$ cat src/rtl/tcm_rx_pkg.sv
// Shared definitions for the TCM receiver frame-lock controller.
//   WORD_W       : width of one aligned word from the bit aligner
//   SYNC_WORDS   : number of words in the frame sync sequence
//   SYNC_PATTERN : sync sequence packed oldest word in the MSBs
//                  (3FF,000,3FF,000,3FF,3FF)
//   lock_state_t : lock FSM encoding, also exported on the state port
package tcm_rx_pkg;

    localparam int WORD_W     = 10;
    localparam int SYNC_WORDS = 6;

    localparam logic [SYNC_WORDS*WORD_W-1:0] SYNC_PATTERN = 60'hFFC00FFC00FFFFF;

    typedef enum logic [1:0] {
        HUNT    = 2'd0,
        VERIFY  = 2'd1,
        LOCKED  = 2'd2,
        REALIGN = 2'd3
    } lock_state_t;

endpackage

$ cat src/rtl/tcm_receiver_lock_ctrl_if.sv
// Word stream interface between the bit aligner side and the lock controller.
//   wdat        : aligned word into the controller
//   dout        : word stream out, one cycle behind wdat
//   dout_valid  : dout qualifies as frame-locked data
//   frame_start : one-cycle strobe on an on-schedule sync while locked
// Modports: master = stream source / sink of dout, slave = lock controller.
interface tcm_receiver_lock_ctrl_if
    import tcm_rx_pkg::*;
    ();

    logic [WORD_W-1:0] wdat;
    logic [WORD_W-1:0] dout;
    logic              dout_valid;
    logic              frame_start;

    modport master (
        output wdat,
        input  dout,
        input  dout_valid,
        input  frame_start
    );

    modport slave (
        input  wdat,
        output dout,
        output dout_valid,
        output frame_start
    );

endinterface

$ cat src/rtl/tcm_rx_sync_detect.sv
// Sync sequence detector: a SYNC_WORDS-deep shift window over the word
// stream plus a registered match flag.
//   clk, reset : word clock, synchronous active-high reset
//   clear      : empties the window and suppresses the hit flag
//   wdat       : incoming aligned word
//   sync_hit   : high for one cycle once the last sync word has been taken
//                into the window (same cycle dout shows that word)
module tcm_rx_sync_detect
    import tcm_rx_pkg::*;
    (
        input  logic              clk,
        input  logic              reset,
        input  logic              clear,
        input  logic [WORD_W-1:0] wdat,
        output logic              sync_hit
    );

    localparam int WIN_W = SYNC_WORDS * WORD_W;

    logic [WIN_W-1:0]      window_reg;
    logic [WIN_W-1:0]      window_next;
    logic [SYNC_WORDS-1:0] word_match;
    logic                  hit_reg;

    // Newest word enters at the LSB end so the packed window lines up with
    // SYNC_PATTERN (oldest word in the MSBs).
    assign window_next = {window_reg[WIN_W-WORD_W-1:0], wdat};

    // Compare against the window as it will be after this edge, so the hit
    // flag is registered together with the final sync word.
    generate
        for (genvar gi = 0; gi < SYNC_WORDS; gi++) begin : g_match
            assign word_match[gi] =
                (window_next[gi*WORD_W +: WORD_W] == SYNC_PATTERN[gi*WORD_W +: WORD_W]);
        end
    endgenerate

    always_ff @(posedge clk) begin
        if (reset || clear) begin
            window_reg <= '0;
            hit_reg    <= 1'b0;
        end else begin
            window_reg <= window_next;
            hit_reg    <= &word_match;
        end
    end

    assign sync_hit = hit_reg & ~clear;

endmodule

$ cat src/rtl/tcm_receiver_lock_ctrl.sv
// Frame-lock controller behind the TCM receiver bit aligner. Finds the
// 6-word sync sequence, verifies it recurs every FRAME_LEN words, holds
// lock while it keeps arriving on schedule, and asks the aligner to
// realign when hunting runs too long.
//   clk, reset    : word clock, synchronous active-high reset
//   bus (slave)   : wdat in; dout, dout_valid, frame_start out
//   align_rst     : reset request to the bit aligner
//   locked        : frame lock achieved
//   state         : 0=HUNT 1=VERIFY 2=LOCKED 3=REALIGN
//   sync_err_cnt  : missed syncs while locked, saturating, cleared by reset
module tcm_receiver_lock_ctrl
    import tcm_rx_pkg::*;
    #(
        parameter int FRAME_LEN    = 1024,
        parameter int LOCK_CNT     = 3,
        parameter int UNLOCK_CNT   = 4,
        parameter int HUNT_TIMEOUT = 4096,
        parameter int RST_LEN      = 4,
        parameter int FLUSH_LEN    = 8
    )
    (
        input  logic                      clk,
        input  logic                      reset,
        tcm_receiver_lock_ctrl_if.slave   bus,
        output logic                      align_rst,
        output logic                      locked,
        output logic [1:0]                state,
        output logic [15:0]               sync_err_cnt
    );

    localparam int WC_W = $clog2(FRAME_LEN);
    localparam int HC_W = $clog2(HUNT_TIMEOUT + 1);
    localparam int RC_W = $clog2(RST_LEN + FLUSH_LEN + 1);

    localparam logic [WC_W-1:0] WC_LAST  = WC_W'(FRAME_LEN - 1);
    localparam logic [HC_W-1:0] HC_LAST  = HC_W'(HUNT_TIMEOUT - 1);
    localparam logic [RC_W-1:0] RC_RST   = RC_W'(RST_LEN);
    localparam logic [RC_W-1:0] RC_LAST  = RC_W'(RST_LEN + FLUSH_LEN - 1);
    localparam logic [3:0]      LOCK_N   = 4'(LOCK_CNT);
    localparam logic [3:0]      UNLOCK_N = 4'(UNLOCK_CNT);

    lock_state_t       state_reg,    state_next;
    logic [WC_W-1:0]   word_cnt_reg, word_cnt_next;
    logic [HC_W-1:0]   hunt_cnt_reg, hunt_cnt_next;
    logic [RC_W-1:0]   rl_cnt_reg,   rl_cnt_next;
    logic [3:0]        good_cnt_reg, good_cnt_next;
    logic [3:0]        miss_cnt_reg, miss_cnt_next;
    logic [15:0]       err_cnt_reg,  err_cnt_next;
    logic [WORD_W-1:0] dout_reg;

    logic sync_hit;
    logic expected;

    tcm_rx_sync_detect u_sync_detect (
        .clk      (clk),
        .reset    (reset),
        .clear    (state_reg == REALIGN),
        .wdat     (bus.wdat),
        .sync_hit (sync_hit)
    );

    // A sync is due whenever the frame counter wraps back to zero.
    assign expected = (word_cnt_reg == '0);

    always_ff @(posedge clk) begin
        if (reset) begin
            state_reg    <= HUNT;
            word_cnt_reg <= '0;
            hunt_cnt_reg <= '0;
            rl_cnt_reg   <= '0;
            good_cnt_reg <= '0;
            miss_cnt_reg <= '0;
            err_cnt_reg  <= '0;
            dout_reg     <= '0;
        end else begin
            state_reg    <= state_next;
            word_cnt_reg <= word_cnt_next;
            hunt_cnt_reg <= hunt_cnt_next;
            rl_cnt_reg   <= rl_cnt_next;
            good_cnt_reg <= good_cnt_next;
            miss_cnt_reg <= miss_cnt_next;
            err_cnt_reg  <= err_cnt_next;
            dout_reg     <= bus.wdat;
        end
    end

    always_comb begin
        state_next    = state_reg;
        word_cnt_next = (word_cnt_reg == WC_LAST) ? '0 : word_cnt_reg + 1'b1;
        hunt_cnt_next = hunt_cnt_reg;
        rl_cnt_next   = rl_cnt_reg;
        good_cnt_next = good_cnt_reg;
        miss_cnt_next = miss_cnt_reg;
        err_cnt_next  = err_cnt_reg;

        case (state_reg)
            HUNT: begin
                if (sync_hit) begin
                    // Anchor the frame: the hit cycle is word 0, so the
                    // counter reads 0 again exactly FRAME_LEN cycles later.
                    word_cnt_next = WC_W'(1);
                    hunt_cnt_next = '0;
                    good_cnt_next = 4'd1;
                    miss_cnt_next = '0;
                    state_next    = (LOCK_N == 4'd1) ? LOCKED : VERIFY;
                end else if (hunt_cnt_reg == HC_LAST) begin
                    hunt_cnt_next = '0;
                    rl_cnt_next   = '0;
                    state_next    = REALIGN;
                end else begin
                    hunt_cnt_next = hunt_cnt_reg + 1'b1;
                end
            end

            VERIFY: begin
                if (expected) begin
                    if (sync_hit) begin
                        if (good_cnt_reg + 4'd1 == LOCK_N) begin
                            miss_cnt_next = '0;
                            state_next    = LOCKED;
                        end else begin
                            good_cnt_next = good_cnt_reg + 4'd1;
                        end
                    end else begin
                        hunt_cnt_next = '0;
                        state_next    = HUNT;
                    end
                end
            end

            LOCKED: begin
                if (expected) begin
                    if (sync_hit) begin
                        miss_cnt_next = '0;
                    end else begin
                        if (err_cnt_reg != 16'hFFFF) begin
                            err_cnt_next = err_cnt_reg + 16'd1;
                        end
                        if (miss_cnt_reg + 4'd1 == UNLOCK_N) begin
                            miss_cnt_next = '0;
                            hunt_cnt_next = '0;
                            state_next    = HUNT;
                        end else begin
                            miss_cnt_next = miss_cnt_reg + 4'd1;
                        end
                    end
                end
            end

            REALIGN: begin
                // First RST_LEN cycles drive align_rst, the rest let the
                // aligner settle before hunting resumes on a clean window.
                if (rl_cnt_reg == RC_LAST) begin
                    rl_cnt_next   = '0;
                    hunt_cnt_next = '0;
                    state_next    = HUNT;
                end else begin
                    rl_cnt_next = rl_cnt_reg + 1'b1;
                end
            end

            default: begin
                state_next = HUNT;
            end
        endcase
    end

    // Outputs decode registered state only, so reset clears them on the
    // very next edge.
    assign align_rst       = (state_reg == REALIGN) && (rl_cnt_reg < RC_RST);
    assign locked          = (state_reg == LOCKED);
    assign state           = state_reg;
    assign sync_err_cnt    = err_cnt_reg;
    assign bus.dout        = dout_reg;
    assign bus.dout_valid  = locked;
    assign bus.frame_start = locked && expected && sync_hit;

endmodule
$ cat src/flat_wrapper.sv
// flat-port wrapper written by rule: the top's interface ports become plain ports
module tcm_receiver_lock_ctrl_flat import tcm_rx_pkg::*;
#(
        parameter int FRAME_LEN    = 1024,
        parameter int LOCK_CNT     = 3,
        parameter int UNLOCK_CNT   = 4,
        parameter int HUNT_TIMEOUT = 4096,
        parameter int RST_LEN      = 4,
        parameter int FLUSH_LEN    = 8
    )
  (clk, reset, align_rst, locked, state, sync_err_cnt, bus_wdat, bus_dout, bus_dout_valid, bus_frame_start);
  tcm_receiver_lock_ctrl_if bus_i ();
  input  logic clk;
  input  logic reset;
  output logic align_rst;
  output logic locked;
  output logic [1:0] state;
  output logic [15:0] sync_err_cnt;
  input wire logic [$bits(bus_i.wdat)-1:0] bus_wdat;
  output wire logic [$bits(bus_i.dout)-1:0] bus_dout;
  output wire logic [$bits(bus_i.dout_valid)-1:0] bus_dout_valid;
  output wire logic [$bits(bus_i.frame_start)-1:0] bus_frame_start;
  assign bus_i.wdat = bus_wdat;
  assign bus_dout = bus_i.dout;
  assign bus_dout_valid = bus_i.dout_valid;
  assign bus_frame_start = bus_i.frame_start;
  tcm_receiver_lock_ctrl #(.FRAME_LEN(FRAME_LEN), .LOCK_CNT(LOCK_CNT), .UNLOCK_CNT(UNLOCK_CNT), .HUNT_TIMEOUT(HUNT_TIMEOUT), .RST_LEN(RST_LEN), .FLUSH_LEN(FLUSH_LEN)) u_core (.clk(clk), .reset(reset), .bus(bus_i), .align_rst(align_rst), .locked(locked), .state(state), .sync_err_cnt(sync_err_cnt));
endmodule
$ cat config.mk
export PLATFORM = sky130hd
export DESIGN_NAME = tcm_receiver_lock_ctrl_flat
export DESIGN_NICKNAME = d
export VERILOG_FILES = /design/src/rtl/tcm_rx_pkg.sv /design/src/rtl/tcm_receiver_lock_ctrl_if.sv /design/src/rtl/tcm_rx_sync_detect.sv /design/src/rtl/tcm_receiver_lock_ctrl.sv /design/src/flat_wrapper.sv
export SDC_FILE = /design/constraint.sdc
export NUM_CORES = 1
export LEC_CHECK = 0
export ABC_AREA = 1
export CAP_MARGIN = 20
export CORE_ASPECT_RATIO = 2
export CORE_MARGIN = 2
export CORE_UTILIZATION = 40
export DETAILED_ROUTE_END_ITERATION = 7
export SLEW_MARGIN = 0
export SYNTH_ARGS = -nofsm -noshare
export SYNTH_HDL_FRONTEND = slang
export SYNTH_HIERARCHICAL = 1
export SYNTH_SLANG_ARGS = --single-unit
$ cat constraint.sdc
create_clock -name clk -period 2.11 [get_ports clk]
set_clock_uncertainty 0.05 [all_clocks]
set_input_delay 0.422 -clock clk [delete_from_list [all_inputs] [get_ports clk]]
set_output_delay 0.422 -clock clk [all_outputs]
set_load 0.05 [all_outputs]
==> results.md <==
- Sequential area share after synthesis: a little under half
- Syn Nets: 709
- Critical Path Source Type: flop
- H-tree levels: 4
- Synth Register Bits: between 100 and 150
- Max reg flops: 50
- Slew margin rel.: between 60% and 70%
- CP bufs+invs: 1
- Hold Path Class: flop to flop
- GR Layer Usage met3: about 3.7%
- Initial antenna violation count: 0
- Finish-stage setup viols: 0
- Finished Layout Cells: 910
- Crit share post-route: around 97%
- Cells after DPL: between 800 and 900
- Via/cell ratio: just under 5
- Power Dens Cells: ~880 nW/um2
- Max stage delay on crit path: a little over 0.8 ns
- ANT cells: 0
- Register area: roughly 2300 um2
- Number of hold buffers added after cts: 0
- I/O Buffers: between 40 and 50
- Worst-case clock buffer depth: 2
- Post-Syn Area: 4990 um2
- Antenna Nets Post-Route: 0
- CP Cell Sequence: clkdlybuf4s50_1
- Min-Delay Path Depth: 2
- Die Wd: between 80 and 90 um
- Max rail drop VDD: 798 uV
- Top Ports: 44
- Worst Setup SP: u_core/sync_err_cnt[15]
- Global route overflow: 0
- Root Buffer: clkbuf_16
- Largest net degree at the start of global routing: 40
- Instance count of the mapped netlist: 689
- Core ar.: roughly 12000 um2
- Gr busiest metal: met2
- Crit Reg-Reg Startpoint: u_core/state[0]
- Worst-margin pin slew: approximately 0.52 ns
- Max_cap viols: 0
- # clock sinks: approximately 110
- CTS tree: yes
- Row count: 57
- Final #Nets: 770
- Yosys warns: 6
- R2R Setup Slk: roughly 0.15 ns
- DP Wirelength: between 8000 and 9000 um
- Worst reg2reg path depth: 12
- Cts bufs inserted: 17
- WP data required: roughly 1.6 ns
- Final slew viol count: 0
- Tot Pwr: around 5.6 mW
- RR Endpoint: u_core/hunt_cnt_reg[4]
- Initial Util: between 40% and 50%
- GP Congestion: about 0.9
- TritonRoute pass-1 iters: 4
- Die H: between 150 and 200 um
- Slowest library cell on the worst path: clkdlybuf4s50_1
- Hold path endpoint: u_core/u_sync_detect/window_reg[31]
- Synth cell types: 34
- Skew-Pair Late Insertion Delay: around 0.4 ns
- DIE AREA: approximately 13000 um2
- Top Family by Delay on Critical Path: buffers and inverters
- Area of the multi-input gates: about 2300 um2
- Final WL: ~11000 um
- Leakage: 2.75 nW
- Crit path max fanout: 4
- DR vias: around 4400
- Final Hold Vio Count: 0
- Avg Cell Area, Syn: between 7 and 8 um2
- Share of cells above drive strength 1: between 10% and 20%
- Area Growth Syn to Fin: 27.5%
- Maximum clock rate: between 0.4 and 0.5 GHz
- GR met1 Demand/Resource: around 15%
- Worst Setup End Kind: output pin
- Hold Startpoint: u_core/u_sync_detect/window_reg[21]
- Status: finished, final reports clean
- Clock slew at reported path FFs: about 0.05 ns
- DR WL/cell: between 10 and 15 um
- Critical path type: flop to output pin
- Vias in the first global route: 4304
- Layout fillers: around 1200
- GRT Total Usage: 17.3%
- Crit path time final: a little over 2 ns
- First-pass GRT wire length: roughly 19000 um
- Residual DRC: 0
- WP data arrival: ~1.6 ns
- Drt initial violations: approximately 190
- Met2 Usage GRT: about a third
-- how the worst max path moves through the flow --
stage	endpoint	slack (ns)	cells past startpoint
floorplan	bus_frame_start	-0.33	4
global placement	u_core/sync_err_cnt[0]	0.18	8
detailed placement	u_core/sync_err_cnt[0]	0.18	11
CTS	sync_err_cnt[9]	0.004	1
global route	bus_frame_start	-0.03	6
finish	sync_err_cnt[15]	0.07	1
-- synthesized netlist by cell type --
cell type	instances	share of area [%]
clkinv_1	1	0.075
o21ai_2	1	0.18
o211ai_1	2	0.30
nor2_4	3	0.68
nand4_2	1	0.25
nand2_2	3	0.38
a31o_2	2	0.35
nand3b_4	1	0.40
xnor2_1	5	0.88
ha_1	8	2.0
and3_1	1	0.13
nor2_1	136	10
o21ai_1	3	0.30
dfxtp_1	114	46
nand3b_1	3	0.45
or2_2	2	0.25
nand3_1	32	3.2
buf_1	1	0.075
nor3_4	2	0.65
inv_2	12	0.90
a21oi_1	39	3.9
nor3b_1	3	0.45
xor2_1	15	2.6
nand4_1	7	0.88
nand2_1	147	11
nand2_4	1	0.23
nor2_2	13	1.6
inv_1	89	6.7
o21bai_1	3	0.45
nor3_1	10	1.0
buf_4	1	0.15
clkbuf_1	5	0.38
buf_6	7	1.6
o21ai_0	16	1.6
-- layout by cell type, fill, tap and decap left out, drive strengths merged --
cell	n
dfxtp	114
xnor2	5
dlygate4sd2	10
buf	21
o21ai	20
xor2	15
clkinvlp	4
nand3	32
ha	8
nand4	8
clkdlybuf4s50	24
inv	101
nor3	12
nor2	152
dlymetal6s2s	1
nand3b	4
or2	2
o211ai	2
clkbuf	19
and3	1
clkinv	5
a31o	2
nor3b	3
o21bai	3
bufinv	5
a21oi	39
nand2	151
-- per-layer routing --
metal / part of all wire [%] / wire length [um]
met4: 4.4 / 493
met1: 35 / 3880
met3: 3.3 / 365
met5: 0 / 0
met2: 57 / 6370
-- final cells by class --
class / instances / share of cell area [%]
Timing Repair Buffer: 56 / 9.06
Tap cell: 147 / 2.89
Clock inverter: 13 / 3.26
Clock buffer: 19 / 7.12
Sequential cell: 114 / 35.9
Inverter: 102 / 6.05
Multi-Input combinational cell: 459 / 35.7
-- where the power goes --
| part | internal, mW | switching [mW] |
|---|---|---|
| Combinational | 0.0872 | 0.144 |
| Clock | 2.15 | 0.992 |
| Sequential | 2.20 | 0.0233 |
-- repair_timing --
action / 4_1_cts / 5_1_grt
hold endpoints to repair: 0 / 0
setup endpoints to repair: 11 / 3
gates resized for setup: 18 / 13
buffers inserted: 0 / 2
pin swaps: 2 / 4
-- kinds of logic after synthesis --
group                      count (synthesis)  synth area share (%)
AOI/OAI and AO/OA                         66                  7.09
DFF                                      114                  45.7
adders and majority gates                  8                  2.00
buffers and inverters                    116                  9.85
and+or+nand+nor                          365                  31.8
xor gates and xnor gates                  20                  3.51
-- metrics by stage --
stage,TNS [ns],hold WS (ns),util (%),cell area [um2],worst slack (ns)
after floorplan,-0.333,0.357,-,5000,-0.333
after global routing,-0.0267,0.388,52.2,6360,-0.0267
after CTS,0,0.377,51.8,6310,0.00435
after global placement,0,0.362,46.3,5640,0.177
after detailed placement,0,0.365,46.3,5640,0.184
final,0,0.374,52.2,6360,0.0656
-- worst reg2reg max path, stage by stage (launching register included) --
cell and delay, ns:
dfxtp_2 0.38, nand2_2 0.08, inv_2 0.13, nor2_1 0.07, buf_4 0.15, buf_4 0.13, nand2_1 0.15, nand2_1 0.08
nand3b_4 0.23, nor2_4 0.20, o21ai_1 0.09, nand2_1 0.06, nor2_1 0.04
No activity file was read; power rests on OpenSTA's default activity.
